## config.mk

```make
export PLATFORM = sky130hd
export DESIGN_NAME = axi_rr_arbiter
export DESIGN_NICKNAME = d
export VERILOG_FILES = /design/src/rtl/axi_rr_arbiter.sv
export SDC_FILE = /design/constraint.sdc
export NUM_CORES = 1
export LEC_CHECK = 0
export ABC_AREA = 1
export BUFFER_PORTS_ARGS = -buffer_cell sky130_fd_sc_hd__buf_4
export CORE_AREA = 2 2 202 204
export DETAILED_ROUTE_END_ITERATION = 6
export DIE_AREA = 0 0 204 206
export GPL_ROUTABILITY_DRIVEN = 1
export PLACE_DENSITY_LB_ADDON = 0.15
export SETUP_SLACK_MARGIN = 0.5
export SYNTH_ARGS = -nofsm -noshare
export SYNTH_HDL_FRONTEND = slang
export SYNTH_SLANG_ARGS = --single-unit
```

## constraint.sdc

```tcl
create_clock -name clk -period 1.4 [get_ports clk]
set_input_delay 0.28 -clock clk [delete_from_list [all_inputs] [get_ports clk]]
set_output_delay 0.28 -clock clk [all_outputs]
set_load 0.02 [all_outputs]
```

## src/rtl/axi_rr_arbiter.sv

```systemverilog
// axi_rr_arbiter: shares one AXI4 master port between NREQ requesters.
// Reads and writes are arbitrated independently, round-robin, one outstanding transaction each.
module axi_rr_arbiter #(
  parameter int NREQ = 2,
  parameter int AW   = 32,
  parameter int DW   = 32,
  parameter int IDW  = 4
) (
  input  logic                             clk,
  input  logic                             rst_n,
  input  logic [NREQ-1:0]                  s_ar_valid,
  output logic [NREQ-1:0]                  s_ar_ready,
  input  logic [NREQ*(AW+IDW+13)-1:0]      s_ar_bits,
  output logic [NREQ-1:0]                  s_r_valid,
  input  logic [NREQ-1:0]                  s_r_ready,
  output logic [DW+IDW+2:0]                s_r_bits,
  input  logic [NREQ-1:0]                  s_aw_valid,
  output logic [NREQ-1:0]                  s_aw_ready,
  input  logic [NREQ*(AW+IDW+13)-1:0]      s_aw_bits,
  input  logic [NREQ-1:0]                  s_w_valid,
  output logic [NREQ-1:0]                  s_w_ready,
  input  logic [NREQ*(DW+DW/8+1)-1:0]      s_w_bits,
  output logic [NREQ-1:0]                  s_b_valid,
  input  logic [NREQ-1:0]                  s_b_ready,
  output logic [IDW+1:0]                   s_b_bits,
  output logic                             m_ar_valid,
  input  logic                             m_ar_ready,
  output logic [AW+IDW+12:0]               m_ar_bits,
  input  logic                             m_r_valid,
  output logic                             m_r_ready,
  input  logic [DW+IDW+2:0]                m_r_bits,
  output logic                             m_aw_valid,
  input  logic                             m_aw_ready,
  output logic [AW+IDW+12:0]               m_aw_bits,
  output logic                             m_w_valid,
  input  logic                             m_w_ready,
  output logic [DW+DW/8:0]                 m_w_bits,
  input  logic                             m_b_valid,
  output logic                             m_b_ready,
  input  logic [IDW+1:0]                   m_b_bits
);
  localparam int ABW = AW + IDW + 13;
  localparam int WBW = DW + DW / 8 + 1;
  localparam int GW  = $clog2(NREQ);
  typedef enum logic [1:0] {R_IDLE, R_ADDR, R_DATA} r_state_t;
  typedef enum logic [1:0] {W_IDLE, W_ADDR, W_DATA, W_RESP} w_state_t;
  r_state_t r_st, r_nxt;
  w_state_t w_st, w_nxt;
  logic [GW-1:0] rgnt, rgnt_nxt, rd_ptr, rd_ptr_nxt;
  logic [GW-1:0] wgnt, wgnt_nxt, wr_ptr, wr_ptr_nxt;
  logic [WBW-1:0] w_sel;
  // lowest-offset requester at or after the pointer wins
  function automatic logic [GW-1:0] rr_pick(input logic [NREQ-1:0] v, input logic [GW-1:0] p);
    logic [GW-1:0] g, k;
    g = p;
    for (int i = NREQ - 1; i >= 0; i--) begin
      k = GW'((int'(p) + i) % NREQ);
      if (v[k]) g = k;
    end
    return g;
  endfunction
  function automatic logic [GW-1:0] nxt_ptr(input logic [GW-1:0] g);
    return g == GW'(NREQ - 1) ? '0 : g + GW'(1);
  endfunction
  assign m_ar_bits = s_ar_bits[int'(rgnt)*ABW +: ABW];
  assign m_aw_bits = s_aw_bits[int'(wgnt)*ABW +: ABW];
  assign w_sel     = s_w_bits[int'(wgnt)*WBW +: WBW];
  assign m_w_bits  = w_sel;
  assign s_r_bits  = m_r_bits;
  assign s_b_bits  = m_b_bits;
  always_ff @(posedge clk or negedge rst_n) begin
    if (!rst_n) begin
      r_st   <= R_IDLE;
      w_st   <= W_IDLE;
      rgnt   <= '0;
      wgnt   <= '0;
      rd_ptr <= '0;
      wr_ptr <= '0;
    end else begin
      r_st   <= r_nxt;
      w_st   <= w_nxt;
      rgnt   <= rgnt_nxt;
      wgnt   <= wgnt_nxt;
      rd_ptr <= rd_ptr_nxt;
      wr_ptr <= wr_ptr_nxt;
    end
  end
  always_comb begin
    r_nxt      = r_st;
    rgnt_nxt   = rgnt;
    rd_ptr_nxt = rd_ptr;
    m_ar_valid = 1'b0;
    s_ar_ready = '0;
    s_r_valid  = '0;
    m_r_ready  = 1'b0;
    case (r_st)
      R_IDLE: if (|s_ar_valid) begin
        rgnt_nxt = rr_pick(s_ar_valid, rd_ptr);
        r_nxt    = R_ADDR;
      end
      R_ADDR: begin
        m_ar_valid       = 1'b1;
        s_ar_ready[rgnt] = m_ar_ready;
        r_nxt            = m_ar_ready ? R_DATA : R_ADDR;
      end
      R_DATA: begin
        s_r_valid[rgnt] = m_r_valid;
        m_r_ready       = s_r_ready[rgnt];
        if (m_r_valid && m_r_ready && m_r_bits[IDW]) begin
          rd_ptr_nxt = nxt_ptr(rgnt);
          r_nxt      = R_IDLE;
        end
      end
      default: r_nxt = R_IDLE;
    endcase
  end
  always_comb begin
    w_nxt      = w_st;
    wgnt_nxt   = wgnt;
    wr_ptr_nxt = wr_ptr;
    m_aw_valid = 1'b0;
    s_aw_ready = '0;
    m_w_valid  = 1'b0;
    s_w_ready  = '0;
    s_b_valid  = '0;
    m_b_ready  = 1'b0;
    case (w_st)
      W_IDLE: if (|s_aw_valid) begin
        wgnt_nxt = rr_pick(s_aw_valid, wr_ptr);
        w_nxt    = W_ADDR;
      end
      W_ADDR: begin
        m_aw_valid       = 1'b1;
        s_aw_ready[wgnt] = m_aw_ready;
        w_nxt            = m_aw_ready ? W_DATA : W_ADDR;
      end
      W_DATA: begin
        m_w_valid       = s_w_valid[wgnt];
        s_w_ready[wgnt] = m_w_ready;
        w_nxt           = (m_w_valid && m_w_ready && w_sel[0]) ? W_RESP : W_DATA;
      end
      W_RESP: begin
        s_b_valid[wgnt] = m_b_valid;
        m_b_ready       = s_b_ready[wgnt];
        if (m_b_valid && m_b_ready) begin
          wr_ptr_nxt = nxt_ptr(wgnt);
          w_nxt      = W_IDLE;
        end
      end
      default: w_nxt = W_IDLE;
    endcase
  end
endmodule
```

==> summary.txt <==
Power and ir drop
  • P_leak: 0.00455 µW
  • Total power: 15100 µW
  • Peak supply drop: between 0.0006 and 0.0007 V
  • Pwr dens: 1720 mW/mm²

STA
  • Final Hold Fails: 0
  • Slew headroom: 0.819
  • Worst clock skew: 0.000376 ns
  • Unrepaired setup endpoints after global routing: yes
  • Slew Limit Fails: 0
  • Final worst setup slack: -0.288 ns
  • Minimum clock period: 1.69 ns
  • Final period utilization: 1.21
  • Fmax: a little under 600 MHz
  • WHS: 0.248 ns
  • Worst-margin pin slew: 0.270 ns
  • Final setup viols: 149

Setup path
  • Cells along the critical path: buf_12 -> buf_12 -> nand2_1 -> nand2_2 -> buf_4
  • RR Endpoint: w_st[0]$_DFFE_PN0P_
  • Slowest cell on crit path: dfrtp_4
  • R2R cell count: 8
  • CP dominant cell by count: buf_12
  • Setup CP Type: register to primary output
  • Largest stage delay, worst path: about 0.53 ns
  • Arrival time worst endpoint: 1.41 ns
  • Setup crit start kind: register
  • Setup crit end kind: primary output
  • Crit path to: m_aw_bits[35]
  • FF-to-FF Start: wgnt$_DFFE_PN0P_
  • CP Data Required Time: 1.12 ns
  • Crit path max fanout: 23
  • R2R setup slack: 0 ns
  • CP startpoint: wgnt$_DFFE_PN0P_

Global routing
  • Grt total ovfl: 0
  • Initial antenna violation count: 0
  • First-pass GRT wire length: 30.1 mm
  • Number of global-route vias before repair: 4909
  • Largest net degree at the start of global routing: 25
  • GRT Total Usage: 0.0959

Routing
  • Via density: 3.29
  • Routed vias: 4984
  • DR iter-0 viols: 167
  • DRC Markers: 0
  • Routed WL: 22.2 mm
  • Routed len/inst: 14.7 µm
  • Post-route ant nets: 0
  • Drt first pass iters: 4

Synth
  • Mapped Area: roughly 0.0025 mm²
  • Mapped Nets: between 800 and 900
  • Mapped Cells: roughly 560
  • Seq/Total Area, Yosys: 0.0791
  • Distinct cells, synth: 17
  • Synth warn: 0
  • Synthesis-stage register bit count: 8
  • Mean Syn Cell Area: 4.51 µm²

Cells and area
  • Final nets: 1319
  • Synth-to-Final Area Change: 246%
  • Most frequent cells in the layout: buf_4 (352), nand2_1 (215), nand2_4 (110), buf_6 (110), nand2_2 (101)
  • Share of cells above drive strength 1: 0.755
  • Layout filler cell count: around 4600
  • Commonest non-fill, non-tap cell in the layout: buf_4
  • ANT cells: 0

Clock network
  • CTS Sinks: 8
  • CTS Buf Count: 3
  • Root Driver: clkbuf_16
  • CTS tree: built
  • Worst-path clk slew: 0.04 ns
  • CTS H-tree depth: 1
  • Worst-skew pair later-pin latency: 0.24 ns
  • CTS max path bufs: 2

Floorplanning
  • Rows: 74
  • DIE AREA: 0.0420 mm²
  • Core ar.: approximately 0.04 mm²
  • # IOs: 527
  • Die W: 204 µm
  • Die height: 206 µm
  • Initial Util: 0.0630

Placed design
  • DP HPWL: 18.5 mm
  • Port Buffer Count: roughly 440
  • GPL Wtd Cong: 0.726

Status
  • Status: finished, violations left
  • Failing checks: setup timing

Worst hold path
  • Hold crit path type: input port to register

Job
  • Max-cap violations: 0
[metrics by stage]
stage / setup WS [ns] / cells / setup TNS (ns) / cell area [µm²] / utilization
CTS: -0.315 / 1507 / -38.54 / 8240 / 0.205
global placement: -0.0832 / 1492 / -2.69 / 7450 / 0.186
global route: -0.340 / 1517 / -42.80 / 8760 / 0.218
finish: -0.288 / 1517 / -34.36 / 8760 / 0.218
detailed placement: -0.0934 / 1492 / -2.77 / 7450 / 0.186
floorplan: 0.184 / 562 / 0 / 3660 / -
[layout make-up]
type	count	area, µm²	area share
repair buffers	495	4590	0.524
multi-input cells	465	3110	0.355
well taps	532	666	0.0760
flip-flops and latches	8	205	0.0234
inverters	13	92.6	0.0106
clock buffers	3	75.1	0.00857
repair inverters	1	16.3	0.00186
[logic make-up after synthesis]
logic type / count (synthesis) / synth area share
AO/OA/AOI/OAI: 11 / 0.0262
buffers and inverters: 89 / 0.217
flip-flops: 8 / 0.0791
AND/OR/NAND/NOR: 454 / 0.678
[power by group]
part | switching (µW) | total [µW] | internal, µW
sequential | 141 | 497 | 356
clock | 133 | 503 | 370
combinational | 7390 | 14100 | 6660
total | 7670 | 15100 | 7390
[worst min path at each step]
stage | to | slack, ns | cells past startpoint | start
5_1_grt | r_st[0]$_DFFE_PN0P_ | 0.25 | 2 | m_ar_ready
6_report | r_st[0]$_DFFE_PN0P_ | 0.25 | 2 | m_ar_ready
2_1_floorplan | async pin | -0.02 | 0 | rst_n
4_1_cts | r_st[0]$_DFFE_PN0P_ | 0.23 | 2 | m_ar_ready
3_3_place_gp | rd_ptr$_DFFE_PN0P_ | 0.13 | 1 | rst_n
3_5_place_dp | rd_ptr$_DFFE_PN0P_ | 0.13 | 1 | rst_n
[repair_timing]
item,in CTS,in global routing
hold buffers,1,0
endpoints found under the hold margin,8,0
cloned,6,5
pin swaps,28,35
gates resized for setup,136,95
setup buffers,5,5
endpoints found under the setup margin,158,158
[cells in the mapped netlist (all sizes together)]
| cell type | count | share of area |
|---|---|---|
| nor2 | 15 | 0.022 |
| buf | 76 | 0.20 |
| nand3 | 3 | 0.0059 |
| inv | 13 | 0.020 |
| and2 | 1 | 0.0025 |
| nand2 | 430 | 0.64 |
| nor3 | 5 | 0.0099 |
| a21oi | 4 | 0.0094 |
| o21ai | 4 | 0.0079 |
| dfrtp | 8 | 0.079 |
| o31ai | 1 | 0.0030 |
| o211ai | 2 | 0.0059 |
[per-layer routing]
metal / track usage / wire length, µm / vias to the layer above
li1: - / - / 2480
met1: 0.0915 / 7240 / 2182
met2: 0.187 / 12100 / 306
met3: 0.0438 / 2630 / 16
met4: 0.0197 / 306 / 0
met5: 0 / 0 / -
[worst max-delay path, delay by kind of cell (launching register included)]
kind | cells | cell delay (ns)
buffers and inverters | 3 | 0.49
AND/OR/NAND/NOR | 2 | 0.14
flip-flops | 1 | 0.53
No activity file was read; power rests on OpenSTA's default activity.
